## config.mk

```make
export PLATFORM = sky130hd
export DESIGN_NAME = alu_share_arbiter_flat
export DESIGN_NICKNAME = d
export VERILOG_FILES = /design/src/rtl/alu_share_arbiter_pkg.sv /design/src/rtl/alu_share_arbiter_if.sv /design/src/rtl/alu_share_arbiter_pick.sv /design/src/rtl/alu_share_arbiter.sv /design/src/flat_wrapper.sv
export SDC_FILE = /design/constraint.sdc
export NUM_CORES = 1
export LEC_CHECK = 0
export CORE_AREA = 5 5 108 110
export DETAILED_ROUTE_END_ITERATION = 6
export DIE_AREA = 0 0 113 115
export PLACE_DENSITY_LB_ADDON = 0.15
export SKIP_LAST_GASP = 1
export SLEW_MARGIN = 25
export SYNTH_ARGS = -nofsm -noshare
export SYNTH_HDL_FRONTEND = slang
export SYNTH_SLANG_ARGS = --single-unit
```

## constraint.sdc

```tcl
create_clock -name CLK -period 2.55 [get_ports CLK]
set_input_delay 0.3825 -clock CLK [delete_from_list [all_inputs] [get_ports CLK]]
set_output_delay 0.3825 -clock CLK [all_outputs]
set_load 0.02 [all_outputs]
```

## src/rtl/alu_share_arbiter_pkg.sv

```systemverilog
// Shared types for the ALU sharing arbiter: data word, ALU opcode,
// arbiter FSM state, requester count and a saturating counter helper.
package alu_share_arbiter_pkg;

    typedef logic [31:0] word_t;

    typedef enum logic [3:0] {
        ALU_SLL  = 4'd0,
        ALU_SRL  = 4'd1,
        ALU_SRA  = 4'd2,
        ALU_ADD  = 4'd3,
        ALU_SUB  = 4'd4,
        ALU_AND  = 4'd5,
        ALU_OR   = 4'd6,
        ALU_XOR  = 4'd7,
        ALU_NOR  = 4'd8,
        ALU_SLT  = 4'd9,
        ALU_SLTU = 4'd10
    } aluop_t;

    typedef enum logic [1:0] {
        IDLE = 2'd0,
        OWN0 = 2'd1,
        OWN1 = 2'd2
    } arb_state_t;

    localparam int unsigned ARB_NREQ = 2;

    // 16-bit increment that sticks at all-ones instead of wrapping
    function automatic logic [15:0] sat_inc16(input logic [15:0] v);
        return (v == 16'hFFFF) ? v : (v + 16'd1);
    endfunction

endpackage

```

## src/rtl/alu_share_arbiter_if.sv

```systemverilog
// Bus between the two requesters, the arbiter and the shared ALU.
// master: requester side, slave: arbiter, alu: the ALU instance.
interface alu_share_arbiter_if;
    import alu_share_arbiter_pkg::*;

    logic [ARB_NREQ-1:0] req;
    logic [ARB_NREQ-1:0] lock;
    word_t               a0;
    word_t               b0;
    word_t               a1;
    word_t               b1;
    aluop_t              op0;
    aluop_t              op1;
    logic [ARB_NREQ-1:0] gnt;
    logic [ARB_NREQ-1:0] rvalid;
    word_t               res_out;
    logic                res_N;
    logic                res_V;
    logic                res_Z;
    word_t               alu_a;
    word_t               alu_b;
    aluop_t              alu_op;
    word_t               alu_out;
    logic                alu_N;
    logic                alu_V;
    logic                alu_Z;

    modport master (
        output req, lock, a0, b0, a1, b1, op0, op1,
        input  gnt, rvalid, res_out, res_N, res_V, res_Z
    );

    modport slave (
        input  req, lock, a0, b0, a1, b1, op0, op1,
        output gnt, rvalid, res_out, res_N, res_V, res_Z,
        output alu_a, alu_b, alu_op,
        input  alu_out, alu_N, alu_V, alu_Z
    );

    modport alu (
        input  alu_a, alu_b, alu_op,
        output alu_out, alu_N, alu_V, alu_Z
    );

endinterface

```

## src/rtl/alu_share_arbiter_pick.sv

```systemverilog
// Combinational two-way round-robin pick: a lone request wins outright,
// two requests are resolved in favour of the pointer.
module alu_arb_pick (
    input  logic [1:0] req,
    input  logic       ptr,
    output logic [1:0] pick
);

    // one-hot winner selection from request vector and rr pointer
    always_comb begin
        pick = 2'b00;
        case (req)
            2'b01:   pick = 2'b01;
            2'b10:   pick = 2'b10;
            2'b11:   pick = ptr ? 2'b10 : 2'b01;
            default: pick = 2'b00;
        endcase
    end

endmodule

```

## src/rtl/alu_share_arbiter.sv

```systemverilog
// Shares one ALU between requester 0 (execute stage) and requester 1
// (multi-cycle helper). Round-robin with short lock bursts, combinational
// grant, one-cycle registered result return.
// Optional build macro ALU_ARB_STATS_EN adds grant/stall statistics outputs.
module alu_share_arbiter
    import alu_share_arbiter_pkg::*;
#(
    parameter int unsigned PRIO_INIT = 0,
    parameter int unsigned MAX_BURST = 4
) (
    input  logic                 CLK,
    input  logic                 nRST,
    alu_share_arbiter_if.slave   bus
`ifdef ALU_ARB_STATS_EN
    ,
    output logic [15:0]          gnt0_cnt,
    output logic [15:0]          gnt1_cnt,
    output logic [15:0]          stall_cnt
`endif
);

    localparam int unsigned    BW        = $clog2(MAX_BURST + 1);
    localparam logic [BW-1:0]  BURST_MAX = BW'(MAX_BURST);
    localparam logic [BW-1:0]  BURST_ONE = BW'(1'b1);
    localparam logic [BW-1:0]  BURST_ZERO = BW'(1'b0);

    arb_state_t    state_r, state_nxt_s;
    logic [BW-1:0] burst_r, burst_nxt_s;
    logic          ptr_r, ptr_nxt_s;
    logic [1:0]    pick_s, gnt_s;
    logic          own_s, oth_s;
    logic [1:0]    rvalid_r;
    word_t         res_out_r;
    logic          res_n_r, res_v_r, res_z_r;

    alu_arb_pick u_pick (
        .req  (bus.req),
        .ptr  (ptr_r),
        .pick (pick_s)
    );

    // FSM, burst counter and round-robin pointer state
    always_ff @(posedge CLK or negedge nRST) begin
        if (!nRST) begin
            state_r <= IDLE;
            burst_r <= BURST_ZERO;
            ptr_r   <= 1'(PRIO_INIT);
        end else begin
            state_r <= state_nxt_s;
            burst_r <= burst_nxt_s;
            ptr_r   <= ptr_nxt_s;
        end
    end

    // grant decision and next state; a locked owner keeps the ALU until its
    // burst is spent while the other side waits
    always_comb begin
        gnt_s       = 2'b00;
        state_nxt_s = state_r;
        burst_nxt_s = burst_r;
        own_s       = (state_r == OWN1) ? 1'b1 : 1'b0;
        oth_s       = ~own_s;
        case (state_r)
            IDLE: begin
                gnt_s = pick_s;
                if (pick_s[0] && bus.lock[0]) begin
                    state_nxt_s = OWN0;
                    burst_nxt_s = BURST_ONE;
                end else if (pick_s[1] && bus.lock[1]) begin
                    state_nxt_s = OWN1;
                    burst_nxt_s = BURST_ONE;
                end else begin
                    state_nxt_s = IDLE;
                    burst_nxt_s = BURST_ZERO;
                end
            end
            OWN0, OWN1: begin
                if (bus.req[own_s] && (!bus.req[oth_s] || (burst_r < BURST_MAX))) begin
                    gnt_s[own_s] = 1'b1;
                    if (bus.lock[own_s]) begin
                        burst_nxt_s = (burst_r < BURST_MAX) ? (burst_r + BURST_ONE) : burst_r;
                    end else begin
                        state_nxt_s = IDLE;
                        burst_nxt_s = BURST_ZERO;
                    end
                end else if (!bus.req[own_s]) begin
                    // owner let go: hand straight to the other side, no bubble
                    gnt_s[oth_s] = bus.req[oth_s];
                    state_nxt_s  = IDLE;
                    burst_nxt_s  = BURST_ZERO;
                end else begin
                    // burst exhausted with the other side waiting
                    gnt_s[oth_s] = 1'b1;
                    if (bus.lock[oth_s]) begin
                        state_nxt_s = oth_s ? OWN1 : OWN0;
                        burst_nxt_s = BURST_ONE;
                    end else begin
                        state_nxt_s = IDLE;
                        burst_nxt_s = BURST_ZERO;
                    end
                end
            end
            default: begin
                state_nxt_s = IDLE;
                burst_nxt_s = BURST_ZERO;
            end
        endcase
        if (gnt_s[0]) begin
            ptr_nxt_s = 1'b1;
        end else if (gnt_s[1]) begin
            ptr_nxt_s = 1'b0;
        end else begin
            ptr_nxt_s = ptr_r;
        end
    end

    // grant output and ALU operand mux; idle ALU sees a harmless shift
    always_comb begin
        bus.gnt = gnt_s;
        if (gnt_s[1]) begin
            bus.alu_a  = bus.a1;
            bus.alu_b  = bus.b1;
            bus.alu_op = bus.op1;
        end else if (gnt_s[0]) begin
            bus.alu_a  = bus.a0;
            bus.alu_b  = bus.b0;
            bus.alu_op = bus.op0;
        end else begin
            bus.alu_a  = bus.a0;
            bus.alu_b  = bus.b0;
            bus.alu_op = ALU_SLL;
        end
    end

    // capture the granted op's result and flags; rvalid pulses for one cycle
    always_ff @(posedge CLK or negedge nRST) begin
        if (!nRST) begin
            rvalid_r  <= 2'b00;
            res_out_r <= 32'd0;
            res_n_r   <= 1'b0;
            res_v_r   <= 1'b0;
            res_z_r   <= 1'b0;
        end else begin
            rvalid_r <= gnt_s;
            if (gnt_s != 2'b00) begin
                res_out_r <= bus.alu_out;
                res_n_r   <= bus.alu_N;
                res_v_r   <= bus.alu_V;
                res_z_r   <= bus.alu_Z;
            end else begin
                res_out_r <= res_out_r;
                res_n_r   <= res_n_r;
                res_v_r   <= res_v_r;
                res_z_r   <= res_z_r;
            end
        end
    end

    assign bus.rvalid  = rvalid_r;
    assign bus.res_out = res_out_r;
    assign bus.res_N   = res_n_r;
    assign bus.res_V   = res_v_r;
    assign bus.res_Z   = res_z_r;

`ifdef ALU_ARB_STATS_EN
    logic [15:0] gnt0_cnt_r, gnt1_cnt_r, stall_cnt_r;

    // saturating grant and stall statistics
    always_ff @(posedge CLK or negedge nRST) begin
        if (!nRST) begin
            gnt0_cnt_r  <= 16'd0;
            gnt1_cnt_r  <= 16'd0;
            stall_cnt_r <= 16'd0;
        end else begin
            gnt0_cnt_r  <= gnt_s[0] ? sat_inc16(gnt0_cnt_r) : gnt0_cnt_r;
            gnt1_cnt_r  <= gnt_s[1] ? sat_inc16(gnt1_cnt_r) : gnt1_cnt_r;
            stall_cnt_r <= ((bus.req & ~gnt_s) != 2'b00) ? sat_inc16(stall_cnt_r) : stall_cnt_r;
        end
    end

    assign gnt0_cnt  = gnt0_cnt_r;
    assign gnt1_cnt  = gnt1_cnt_r;
    assign stall_cnt = stall_cnt_r;
`endif

endmodule

```

## src/flat_wrapper.sv

```systemverilog
// flat-port wrapper written by rule: the top's interface ports become plain ports
module alu_share_arbiter_flat import alu_share_arbiter_pkg::*;
#(
    parameter int unsigned PRIO_INIT = 0,
    parameter int unsigned MAX_BURST = 4
)
  (CLK, nRST, bus_req, bus_lock, bus_a0, bus_b0, bus_a1, bus_b1, bus_op0, bus_op1, bus_gnt, bus_rvalid, bus_res_out, bus_res_N, bus_res_V, bus_res_Z, bus_alu_a, bus_alu_b, bus_alu_op, bus_alu_out, bus_alu_N, bus_alu_V, bus_alu_Z);
  alu_share_arbiter_if bus_i ();
  input  logic CLK;
  input  logic nRST;
  input wire logic [$bits(bus_i.req)-1:0] bus_req;
  input wire logic [$bits(bus_i.lock)-1:0] bus_lock;
  input wire logic [$bits(bus_i.a0)-1:0] bus_a0;
  input wire logic [$bits(bus_i.b0)-1:0] bus_b0;
  input wire logic [$bits(bus_i.a1)-1:0] bus_a1;
  input wire logic [$bits(bus_i.b1)-1:0] bus_b1;
  input wire logic [$bits(bus_i.op0)-1:0] bus_op0;
  input wire logic [$bits(bus_i.op1)-1:0] bus_op1;
  output wire logic [$bits(bus_i.gnt)-1:0] bus_gnt;
  output wire logic [$bits(bus_i.rvalid)-1:0] bus_rvalid;
  output wire logic [$bits(bus_i.res_out)-1:0] bus_res_out;
  output wire logic [$bits(bus_i.res_N)-1:0] bus_res_N;
  output wire logic [$bits(bus_i.res_V)-1:0] bus_res_V;
  output wire logic [$bits(bus_i.res_Z)-1:0] bus_res_Z;
  output wire logic [$bits(bus_i.alu_a)-1:0] bus_alu_a;
  output wire logic [$bits(bus_i.alu_b)-1:0] bus_alu_b;
  output wire logic [$bits(bus_i.alu_op)-1:0] bus_alu_op;
  input wire logic [$bits(bus_i.alu_out)-1:0] bus_alu_out;
  input wire logic [$bits(bus_i.alu_N)-1:0] bus_alu_N;
  input wire logic [$bits(bus_i.alu_V)-1:0] bus_alu_V;
  input wire logic [$bits(bus_i.alu_Z)-1:0] bus_alu_Z;
  assign bus_i.req = bus_req;
  assign bus_i.lock = bus_lock;
  assign bus_i.a0 = bus_a0;
  assign bus_i.b0 = bus_b0;
  assign bus_i.a1 = bus_a1;
  assign bus_i.b1 = bus_b1;
  assign bus_i.op0 = bus_op0;
  assign bus_i.op1 = bus_op1;
  assign bus_gnt = bus_i.gnt;
  assign bus_rvalid = bus_i.rvalid;
  assign bus_res_out = bus_i.res_out;
  assign bus_res_N = bus_i.res_N;
  assign bus_res_V = bus_i.res_V;
  assign bus_res_Z = bus_i.res_Z;
  assign bus_alu_a = bus_i.alu_a;
  assign bus_alu_b = bus_i.alu_b;
  assign bus_alu_op = bus_i.alu_op;
  assign bus_i.alu_out = bus_alu_out;
  assign bus_i.alu_N = bus_alu_N;
  assign bus_i.alu_V = bus_alu_V;
  assign bus_i.alu_Z = bus_alu_Z;
  alu_share_arbiter #(.PRIO_INIT(PRIO_INIT), .MAX_BURST(MAX_BURST)) u_core (.CLK(CLK), .nRST(nRST), .bus(bus_i));
endmodule
```

==> results of run 1 <==
-- state kept, by name (all words and copies together), names as in the netlist --
name,flops
u_core.bus.res_out,32
u_core.burst_r,3
u_core.ptr_r,1
u_core.bus.res_N,1
u_core.bus.res_Z,1
u_core.state_r,2
u_core.bus.res_V,1
u_core.bus.rvalid,2
-- cells in the final DEF, fill, tap and decap left out, types with 2 or more instances in the layout --
master	synthesis	routed
nor2b_1	2	2
buf_2	2	5
dlygate4sd2_1	0	41
clkdlybuf4s15_2	0	2
mux2_4	64	64
dfrtp_1	43	42
nor2_1	5	5
ha_1	5	2
a211oi_1	2	2
nand2b_1	3	3
o21ai_0	6	6
buf_16	0	3
buf_12	0	3
ha_4	0	3
a21oi_1	5	5
inv_1	6	4
a22o_1	4	4
clkbuf_8	0	5
o211ai_1	2	2
buf_6	11	26
clkbuf_1	1	2
or2_2	2	2
mux2_2	34	34
clkbuf_2	0	2
nand2_1	3	2
a21o_1	2	2
buf_4	1	29
nand3_1	4	4
clkdlybuf4s50_1	0	211
-- layout make-up --
class | instances | share of cell area
clock buffers | 7 | 0.01196
well taps | 140 | 0.02745
multi-input cells | 163 | 0.2886
flip-flops and latches | 43 | 0.1688
clock inverters | 1 | 0.0007842
repair buffers | 322 | 0.4985
inverters | 6 | 0.003921
-- critical path, stage by stage (launching register included) --
cell and delay [ps]:
dfrtp_1 420, inv_4 120, ha_4 220, and4b_1 200, a211o_1 300, and2_4 220, buf_12 140, buf_16 140
buf_6 120, mux2_4 290, buf_6 130
-- what timing repair did --
| action | CTS | global route |
|---|---|---|
| pin swaps | 3 | 5 |
| hold buffers | 0 | 0 |
| cloned | 2 | 0 |
| buffers inserted | 13 | 1 |
| setup endpoints to repair | 70 | 70 |
| resized for setup | 154 | 53 |
-- worst min path at each step --
stage	startpoint	to	slack, ps	cells past startpoint
global placement	u_core.bus.res_out[12]	u_core.bus.res_out[12]	470	1
detailed placement	u_core.bus.res_out[12]	u_core.bus.res_out[12]	480	1
CTS	nRST	u_core.bus.res_out[15]	270	1
finish	nRST	u_core.bus.res_out[9]	80	1
floorplan	nRST	u_core.burst_r[0]	90	0
global route	nRST	u_core.bus.res_out[15]	120	1
-- power breakdown --
| group | switching [mW] | internal (mW) | total (mW) |
|---|---|---|---|
| registers | 0.146 | 0.962 | 1.11 |
| logic | 1.58 | 2.02 | 3.60 |
| clock network | 0.219 | 0.192 | 0.411 |
-- kinds of logic after synthesis --
family,share of synthesized area
and+or+nand+nor,0.04861
DFF,0.3542
muxes,0.4493
adders and majority gates,0.02059
buffers and inverters,0.05519
AOI/OAI and AO/OA,0.07208
-- metal layers --
layer	up-vias	global-route usage
met5	-	0
met2	172	0.3310
met4	0	0.05288
li1	1461	-
met1	1398	0.2007
met3	20	0.06895
==> flow_summary_export.csv, run 1 <==
group,metric,value,unit
yosys,ys_seq_area_frac,0.3542,
timing,layout_setup_ws,-412.6,ps
grt,grt_pass1_vias,3263,
clock_network,clockBufferDepth,2,
setup_path,worst_ep_required_time,2170,ps
route,first_pass_iters,4,
grt,grt_pass1_wl,18620,µm
pwr,power.density,802.6,nW/µm²
route,drc,0,
timing,finalMaxSlewViolations,0,
finish,fin_area,6382,µm²
yosys,synth-seq-cells,43,
grt,antenna_found_initial,0,
pwr,leakagePower,2.809,nW
yosys,synth_area,3038,µm²
setup_path,cp.arrival,2580,ps
setup_path,crit_start,"u_core.state_r[0]",
clock_network,cts_sinks,43,
timing,hold_slack,77.77,ps
yosys,synth_ff_type,"dfrtp_1",
placed_design,placed_area,6096,µm²
floorplanning,row_count,38,
floorplanning,dieHeight,115,µm
grt,global_route.usage.total,0.1830,
setup_path,crit_path_max_fanout,8,
finish,layout.cells.non_filler,682,
floorplanning,pin_count,284,
yosys,synth_largest_area_cell,"dfrtp_1",
finish,final.fill_count,905,
yosys,synth_edf_count,0,
placed_design,place_ws,-577.2,ps
clock_network,cts_tree,"built",
clock_network,clk_latency,290,ps
floorplanning,fp.coreArea,10600,µm²
floorplanning,dieWidth,113,µm
yosys,yosys.area.top_type_share,0.3542,
placed_design,dp_cells,659,
clock_network,htreeDepth,2,
pwr,power,5.122,mW
setup_path,setup.worst_path.end,"bus_alu_a[24]",
finish,antenna_cells,0,
grt,grt_max_degree,44,
grt,gr-total-overflow,0,
yosys,synthCells,227,
timing,skew,2.639,ps
clock_network,cts_made_buffers,5,
finish,multi_input_area,1842,µm²
yosys,ys_top_cells_by_count,"mux2_4, dfrtp_1, mux2_2, buf_6",
setup_path,r2r_cells,8,
clock_network,root_buffer,"clkbuf_8",
finish,register_area,1077,µm²
route,route.met3.wl,1294,µm
timing,post-route-period-util,1.162,
setup_path,critPathKind,"register to primary output",
floorplanning,die-area,13000,µm²
timing,period_needed,2963,ps
yosys,netlist_top_cells_area,"dfrtp_1, mux2_4, mux2_2",
route,totalWireLength,12960,µm
finish,finish.utilization,0.6020,
timing,slew_headroom,0.6375,
placed_design,dp_hpwl,10670,µm
yosys,syn-num-nets,409,
yosys,syn_avg_cell_area,13.38,µm²
setup_path,rrSetupSlack,270,ps
timing,clock.fmax,337.5,MHz
yosys,yosys_warnings,0,
timing,tightest_slew,543.8,ps
timing,hold_violations,0,
min_path,hp-class,"input port to async pin",
route,vias,3051,
timing,rsz0062_at_grt,"yes",
finish,syn2layout_area_growth,110.1,%
yosys,ys_async_sr_fraction,1.000,
placed_design,io_buffer_count,283,
route,top_layer,"met4",
flow_run,cap_violations,0,
outcome,violations,"setup timing",
route,wl_met1,4871,µm
route,met2_length,6456,µm
setup_path,timing.rr.end,"u_core.bus.res_out[15]",
yosys,yosysMostFrequentCell,"mux2_4",
route,antenna_left,0,
floorplanning,start_util,0.2865,
setup_path,crit_path_end_kind,"primary output",
finish,finalNetCount,723,
pwr,ir_drop,0.6446,mV
yosys,ys_types,41,
route,routed_via_density,4.474,
outcome,status,"finished, violations left",
setup_path,worstReg2RegStart,"u_core.state_r[0]",
route,wl_per_cell,19.00,µm
placed_design,place.gp.congestion,0.8956,
setup_path,start_kind,"register",
clock_network,clk_pin_slew_worst_paths,80,ps
timing,fin_setup_tns,-23760,ps
finish,drive_above_1_share,0.3432,
timing,setup_viol,68,
route,dr.first_iter.drc_count,89,
No activity file was read; power rests on OpenSTA's default activity.
==> run 2, diff against run 1 <==
--- a/config.mk
+++ b/config.mk
@@ -6,6 +6,7 @@
 export NUM_CORES = 1
 export LEC_CHECK = 0
 export CORE_AREA = 5 5 108 110
+export CTS_CLUSTER_SIZE = 10
 export DETAILED_ROUTE_END_ITERATION = 6
 export DIE_AREA = 0 0 113 115
 export PLACE_DENSITY_LB_ADDON = 0.15
==> results of run 2 <==
Same layout as run 1: the final DEF is identical, and so are final timing and power.
